File: src/rtl/i2c_reg_poller.sv
// i2c_reg_poller: framed register read (write reg pointer, STOP, read NBYTES).
// Optional auto-poll timer is built when POLL_TIMER_EN is defined.
module i2c_reg_poller #(
  parameter logic [6:0] DEV_ADDR = 7'h77,
  parameter int NBYTES   = 2,
  parameter int TIMEOUT  = 65535,
  parameter int POLL_DIV = 1000000
) (
  input  logic                clk,
  input  logic                reset,
  input  logic                trigger,
  input  logic [7:0]          reg_addr,
  input  logic                ready,
  output logic                start,
  output logic                send,
  output logic [7:0]          datasend,
  input  logic                sended,
  output logic                receive,
  input  logic                received,
  input  logic [7:0]          datareceive,
  output logic [8*NBYTES-1:0] data,
  output logic                valid,
  output logic                busy,
  output logic                error,
  output logic [3:0]          state
);

  localparam logic [3:0] IDLE     = 4'd0;
  localparam logic [3:0] WRDY1    = 4'd1;
  localparam logic [3:0] SEND_AW  = 4'd2;
  localparam logic [3:0] SEND_REG = 4'd3;
  localparam logic [3:0] STOP1    = 4'd4;
  localparam logic [3:0] WRDY2    = 4'd5;
  localparam logic [3:0] SEND_AR  = 4'd6;
  localparam logic [3:0] RECV     = 4'd7;
  localparam logic [3:0] STOP2    = 4'd8;
  localparam logic [3:0] DONE     = 4'd9;
  localparam logic [3:0] ERR      = 4'd10;

  localparam int W  = 8 * NBYTES;
  localparam int TW = $clog2(TIMEOUT + 1);
  localparam logic [TW-1:0] TLIM  = TW'(TIMEOUT - 1);
  localparam logic [2:0]    BLAST = 3'(NBYTES - 1);

  if (NBYTES < 1 || NBYTES > 8 || TIMEOUT < 1 || POLL_DIV < 1)
  begin : g_bad_param
    $error("i2c_reg_poller: illegal parameter value");
  end

  logic [7:0]    reg_q;
  logic [W-1:0]  shadow;
  logic [2:0]    bcnt;
  logic [TW-1:0] wcnt;
  logic          go;
  logic [7:0]    nreg;
  logic          adv;
  logic          wst;
  logic          tmo;

`ifdef POLL_TIMER_EN
  localparam int PW = $clog2(POLL_DIV + 1);
  logic [PW-1:0] pcnt;
  logic          tick;

  assign tick = (pcnt == PW'(POLL_DIV - 1));

  always_ff @(posedge clk or negedge reset) begin
    if (!reset) begin
      pcnt <= '0;
    end else if (tick) begin
      pcnt <= '0;
    end else begin
      pcnt <= pcnt + 1'b1;
    end
  end

  // external request wins and supplies its own address
  assign go   = trigger | tick;
  assign nreg = trigger ? reg_addr : reg_q;
`else
  assign go   = trigger;
  assign nreg = reg_addr;
`endif

  assign busy = (state != IDLE);

  always_comb begin
    adv = 1'b1;
    wst = 1'b1;
    case (state)
      WRDY1, WRDY2, STOP1, STOP2: adv = ready;
      SEND_AW, SEND_REG, SEND_AR: adv = send & sended;
      RECV:                       adv = receive & received;
      default:                    wst = 1'b0;
    endcase
  end

  assign tmo = wst & ~adv & (wcnt == TLIM);

  always_ff @(posedge clk or negedge reset) begin
    if (!reset) begin
      state    <= IDLE;
      start    <= 1'b0;
      send     <= 1'b0;
      receive  <= 1'b0;
      valid    <= 1'b0;
      error    <= 1'b0;
      datasend <= 8'h00;
      data     <= '0;
      shadow   <= '0;
      reg_q    <= 8'h00;
      bcnt     <= 3'd0;
      wcnt     <= '0;
    end else begin
      valid <= 1'b0;
      if (tmo) begin
        state   <= ERR;
        start   <= 1'b0;
        send    <= 1'b0;
        receive <= 1'b0;
        error   <= 1'b1;
        wcnt    <= '0;
      end else begin
        // any progress (or a non-wait state) restarts the wait budget
        wcnt <= adv ? '0 : wcnt + 1'b1;
        case (state)
          IDLE: begin
            if (go) begin
              reg_q  <= nreg;
              bcnt   <= 3'd0;
              error  <= 1'b0;
              shadow <= '0;
              state  <= WRDY1;
            end
          end
          WRDY1: begin
            if (ready) begin
              start <= 1'b1;
              state <= SEND_AW;
            end
          end
          SEND_AW: begin
            if (!send) begin
              send     <= 1'b1;
              datasend <= {DEV_ADDR, 1'b0};
            end else if (sended) begin
              send  <= 1'b0;
              state <= SEND_REG;
            end
          end
          SEND_REG: begin
            if (!send) begin
              send     <= 1'b1;
              datasend <= reg_q;
            end else if (sended) begin
              send  <= 1'b0;
              start <= 1'b0;
              state <= STOP1;
            end
          end
          STOP1: begin
            if (ready) begin
              state <= WRDY2;
            end
          end
          WRDY2: begin
            if (ready) begin
              start <= 1'b1;
              state <= SEND_AR;
            end
          end
          SEND_AR: begin
            if (!send) begin
              send     <= 1'b1;
              datasend <= {DEV_ADDR, 1'b1};
            end else if (sended) begin
              send  <= 1'b0;
              state <= RECV;
            end
          end
          RECV: begin
            if (!receive) begin
              receive <= 1'b1;
            end else if (received) begin
              receive <= 1'b0;
              shadow  <= (shadow << 8) | W'(datareceive);
              if (bcnt == BLAST) begin
                start <= 1'b0;
                state <= STOP2;
              end else begin
                bcnt <= bcnt + 1'b1;
              end
            end
          end
          STOP2: begin
            if (ready) begin
              data  <= shadow;
              valid <= 1'b1;
              state <= DONE;
            end
          end
          DONE: begin
            state <= IDLE;
          end
          ERR: begin
            if (ready) begin
              state <= IDLE;
            end
          end
          default: begin
            state <= IDLE;
          end
        endcase
      end
    end
  end

endmodule
File: config.mk
export PLATFORM = sky130hd
export DESIGN_NAME = i2c_reg_poller
export DESIGN_NICKNAME = d
export VERILOG_FILES = /design/src/rtl/i2c_reg_poller.sv
export SDC_FILE = /design/constraint.sdc
export NUM_CORES = 1
export LEC_CHECK = 0
export CAP_MARGIN = 40
export CORE_MARGIN = 2
export CORE_UTILIZATION = 35
export CTS_BUF_LIST = sky130_fd_sc_hd__clkbuf_2 sky130_fd_sc_hd__clkbuf_4 sky130_fd_sc_hd__clkbuf_8
export CTS_CLUSTER_SIZE = 40
export DETAILED_ROUTE_END_ITERATION = 16
export PLACE_DENSITY_LB_ADDON = 0.05
export SLEW_MARGIN = 5
export SYNTH_ARGS = -nofsm -noshare
export SYNTH_HDL_FRONTEND = slang
export SYNTH_SLANG_ARGS = --single-unit
File: constraint.sdc
create_clock -name clk -period 1.9 [get_ports clk]
set_input_delay 0.19 -clock clk [delete_from_list [all_inputs] [get_ports clk]]
set_output_delay 0.19 -clock clk [all_outputs]
set_load 0.01 [all_outputs]
Word-level counts from Yosys, hierarchy flattened --
Index checks and enable logic that the tools add are counted.
Storage, ports and cells: word-level logic and storage cells 132, output and inout bits 34, input port bits 22, bits in registers 76
Operators by class: add/subtract/negate cells 2, reduce and logical (&&, ||, !) cells 21, eq/ne operators 34, mux-type cells 56, bitwise gates (word level) 7
Operators by type and width (number):
- $mux W16 | 5
- $mux W4 | 16
- $ne A3 B3 Y1 const B | 15
- $pmux W4 S10 | 1
- $pmux W16 S2 | 1
- $mux W8 | 3
- $pmux W8 S3 | 1
- $mux W1 | 22
- $add A16 B1 Y16 const B | 1
- $eq A16 B16 Y1 const B | 1
- $eq A4 B3 Y1 const B | 4
- $or A16 B8 Y16 | 1
- $reduce_and A15 Y1 | 1
- $ne A2 B2 Y1 const B | 7
- $mux W3 | 4
- $reduce_and A5 Y1 | 2
- $reduce_bool A2 Y1 | 5
- $eq A4 B2 Y1 const B | 2
- $eq A4 B4 Y1 const B | 2
- $reduce_bool A4 Y1 | 2
- $reduce_or A8 Y1 | 1
- $reduce_and A7 Y1 | 1
- $pmux W1 S3 | 2
- $pmux W3 S2 | 1
- 14 further kinds | 19

Longest topological paths before layout --
depth in word-level cells 8, gate-level depth with buffers 7, mapped depth without buffers 7

Worst setup path before layout --
Ideal clock, no wire load.
path type register to register, start point reg state[2], end point reg state[0], period minus slack after synthesis 1.819 ns, library setup time 0.079 ns, arrival 1.740 ns, path slack 0.081 ns, buffers on the path 1, stages on the path, launching flop included 7, data required time 1.821 ns, path through dfrtp_1 buf_6 or2_4 mux2i_1 o221ai_2 or4_1 a21oi_1
On the way: word-level cells in the longest chain between the ends 8, elaborated cells between the ends (all ways) 36, those cells by class eq/ne: 24; mux: 4; bitwise: 3; reduce/logical: 5
Ends and longest elaborated chain:
- from (decl) | RTL line 25 | output logic [3:0] state
- from (signal assigned) | RTL line 102 | state <= IDLE;
- from (signal assigned) | RTL line 117 | state <= ERR;
- from (signal assigned) | RTL line 133 | state <= WRDY1;
- $eq A4 B4 Y1, or another cell as far along | RTL line 90, 126
- $reduce_or A4 Y1 / $reduce_or A3 Y1 (equally long branches)
- $pmux W1 S3 | RTL line 90 | case (state)
- $not A1 Y1 | RTL line 98 | assign tmo = wst & ~adv & (wcnt == TLIM);
- $and A1 B1 Y1 (2 in series) | RTL line 98
- $ne A3 B3 Y1 (no line)
- $reduce_and A15 Y1 (no line)
Parallel ways exist; a longest one is shown, timed or not. A chain may end at the register's enable or synchronous reset.

Worst setup path in the final report --
start point reg state[2], end point reg datasend[7]
On the way: word-level cells in the longest chain between the ends 8, elaborated cells between the ends (all ways) 23, those cells by class eq/ne: 11; mux: 3; bitwise: 4; reduce/logical: 5
Ends and longest elaborated chain:
- $eq A4 B4 Y1, or another cell as far along | RTL line 90
- $reduce_or A4 Y1 / $reduce_or A3 Y1 (equally long branches)
- $pmux W1 S3 | RTL line 90
- $not A1 Y1 | RTL line 98
- $and A1 B1 Y1 (2 in series) | RTL line 98
- $not A1 Y1 (no line)
- $reduce_and A5 Y1 (no line)
- to (signal assigned) | RTL line 145 | datasend <= {DEV_ADDR, 1'b0};
- to (signal assigned) | RTL line 154 | datasend <= reg_q;
- to (signal assigned) | RTL line 175 | datasend <= {DEV_ADDR, 1'b1};
- to (decl) | RTL line 16 | output logic [7:0] datasend,
Parallel ways exist; a longest one is shown, timed or not.

==> metrics <==
status finished, violations left; violated checks setup timing; routability congestion estimate 0.777; crit path DAT 2150 ps; first-pass GRT wire length 12.9 mm; largest family of logic cells by synthesized area simple AND/OR/NAND/NOR gates; Max Clk Rate 521 MHz; drt first-iter violations 82; CTS Buf Count 9; Net Sw Frac 35.3%; maximum vdd drop 0.695 mV; Via Count 2566; Avg WL per Cell 13.9 µm; total gr overflow 0; WS Path Type register to register; Core ar. 9240 µm²; clock sinks 76; sequential element share of the synthesized area 56.9%; Flop pwr share 37.0%; Vias/cell 4.67; antenna violations before repair 0; DRT Pass-1 Iters 4; critical path capture point type register; die area 10400 µm²; Post-Syn Nets 352; leakage 2.15 nW; Compound-Gate Fraction of Synth Area 10.8%; fin crit share 101%; Clock Tree Buf Depth 2; Critical Path Start Type register; Crit Path Max Fanout 8; non-filler cells, final 550; fin crit period 1920 ps; DRT antenna net count 0; HPWL Detailed 5.32 mm; largest net degree at the start of global routing 77; antenna diode count 0; hold slack 371 ps; Final nets 442; Ports 56; Rows 35; data required time at the worst endpoint 2130 ps; mean post-synth cell area 10.3 µm²; Synth Warn # 0; simple-gate share of the synthesized area 23.2%; Max Cap Viol 0; Die Span Y 102 µm; Rel. slew slack 64.1%; fin util 49.5%; post-synth cell types 47; Placed Instances 531; clk slew on worst S/H paths 80 ps; Slew @ Worst Pin 535 ps; Hold WC Path Type primary input to register; final setup fails 6; #FFs+latches synth 76; Gate Count Post-Synth 326; mux share of post-synthesis cell area 0.599%; fin. max-slew vios 0; switching pwr 2.21 mW; Clk pwr share 20.4%; Fin. Hold Viols 0; Synth Area in XOR/XNOR 4.19%; Chip Width 102 µm; Buffers on Ports 55; number of global-route vias before repair 2598; starting density of the core 36.2%; post-route setup slack -20.2 ps; adder-cell share of the synthesized area 1.50%; TritonCTS clock tree done; # DRC 0; RSZ-0062 raised after global routing yes; clk_lat worst skew 340 ps; clk root buf clkbuf_8; H-tree depth 3; commonest non-fill, non-tap cell in the layout nand2_1; fraction of layout instances using a drive strength above 1 17.1%; P per Cell Area 1370 nW/µm²; Post-Syn Area 3340 µm²; most frequent cells in the layout 91 x nand2_1, 75 x dfrtp_1, 53 x clkdlybuf4s50_1; Area Growth Syn to Fin 36.8%; GRT Resource Usage Total 16.1%; clock skew 9.26 ps; Comb pwr share 42.6%; DRT Wirelength 7.67 mm; Int Pwr 4.05 mW
-- power groups by stage --
stage / Combinational (mW) / Clock, mW / Sequential (mW)
2_1_floorplan: 1.19 / 0 / 2.39
3_3_place_gp: 2.51 / 0 / 2.33
4_1_cts: 2.57 / 1.33 / 2.30
3_5_place_dp: 2.53 / 0 / 2.33
6_report: 2.67 / 1.28 / 2.32
5_1_grt: 2.93 / 1.40 / 2.37
-- path summary, 6_finish.rpt --
path	depth (start not counted)	start	end	slack [ps]
max	5	state[2]	datasend[7]	-20
min	3	reg_addr[1]	reg_q[1]	370
max reg2reg	5	state[2]	datasend[7]	-20
min reg2reg	2	data[11]	data[11]	480
max in group asynchronous	3	reset	bcnt[1]	1150
min in group asynchronous	3	reset	wcnt[6]	400
-- cell type report --
class                           count  area [µm²]
Clock buffer                       10         138
Clock inverter                      6        72.6
Fill cell                         900        4670
Inverter                            7        26.3
Multi-Input combinational cell    230        1410
Sequential cell                    76        1900
Tap cell                          129         161
Timing Repair Buffer               92         861
-- flip-flops by register name, summed over array words and instances (netlist names) --
signal / cells
data: 16
shadow: 16
wcnt: 16
datasend: 8
reg_q: 8
state: 4
bcnt: 3
error: 1
receive: 1
send: 1
start: 1
valid: 1
-- critical path, stage by stage (launching register included) --
cell and delay (ps):
dfrtp_2 460, nor4b_4 410, a221oi_4 140, o41ai_4 460, nor2_4 130, o22a_1 210
-- routing by layer --
layer	track usage (%)	part of all wire, %	wire length [µm]
met5	0	0	0
met4	5.61	1.0	77
met3	2.62	2.6	203
met2	24.7	46	3560
met1	23.1	50	3830
-- per-stage QoR --
stage,setup slack (ps),TNS [ps],instance area [µm²],total power [mW]
2_1_floorplan,80.6,0,3340,3.57
3_3_place_gp,26.8,0,4280,4.84
3_5_place_dp,3.16,0,4280,4.86
4_1_cts,-7.12,-35.4,4510,6.20
5_1_grt,-146,-1800,4570,6.71
6_report,-20.2,-103,4570,6.26
-- synthesized netlist by cell type (all sizes together) --
| master | instances | area share [%] |
|---|---|---|
| a211oi | 1 | 0.22 |
| a21oi | 2 | 0.30 |
| a221oi | 1 | 0.45 |
| a22o | 16 | 4.2 |
| a31o | 1 | 0.26 |
| a31oi | 1 | 0.19 |
| and3 | 5 | 0.94 |
| and4 | 4 | 1.0 |
| buf | 8 | 1.5 |
| clkbuf | 5 | 0.56 |
| dfrtp | 76 | 57 |
| ha | 4 | 1.5 |
| inv | 7 | 0.79 |
| mux2i | 2 | 0.60 |
| nand2 | 91 | 10 |
| nand2b | 4 | 0.82 |
| nand3 | 7 | 1.0 |
| nand4 | 6 | 1.6 |
| nand4b | 2 | 0.52 |
| nor2 | 31 | 3.6 |
| nor2b | 3 | 0.56 |
| nor3 | 7 | 1.2 |
| nor3b | 2 | 0.45 |
| nor4 | 1 | 0.19 |
| nor4b | 1 | 0.45 |
| o211ai | 2 | 0.45 |
| o21a | 1 | 0.22 |
| o21ai | 3 | 0.45 |
| o221ai | 1 | 0.45 |
| o22a | 6 | 1.6 |
| o22ai | 1 | 0.19 |
| o31ai | 2 | 0.45 |
| o32a | 1 | 0.30 |
| o32ai | 1 | 0.26 |
| o41ai | 1 | 0.82 |
| or2 | 2 | 0.45 |
| or4 | 1 | 0.22 |
| xnor2 | 5 | 1.3 |
| xor2 | 11 | 2.9 |
-- repair_timing --
item                                    CTS  global route
hold buffers                              1             0
pin swaps                                 0            15
gates resized for setup                   4            12
endpoints found under the setup margin    7            27
gates cloned                              0             0
buffers inserted                          1             3
hold endpoints to repair                 76             0
-- kinds of logic (layout without fill, tap and decap cells) --
group                    Yosys count  after routing
AO/OA/AOI/OAI                     41             41
XOR/XNOR                          16             16
adder cells (fa/ha/maj)            4              4
buffers and inverters             20            115
flip-flops                        76             76
multiplexers                       2              2
AND/OR/NAND/NOR                  167            167
(Power assumes the default switching activity.)
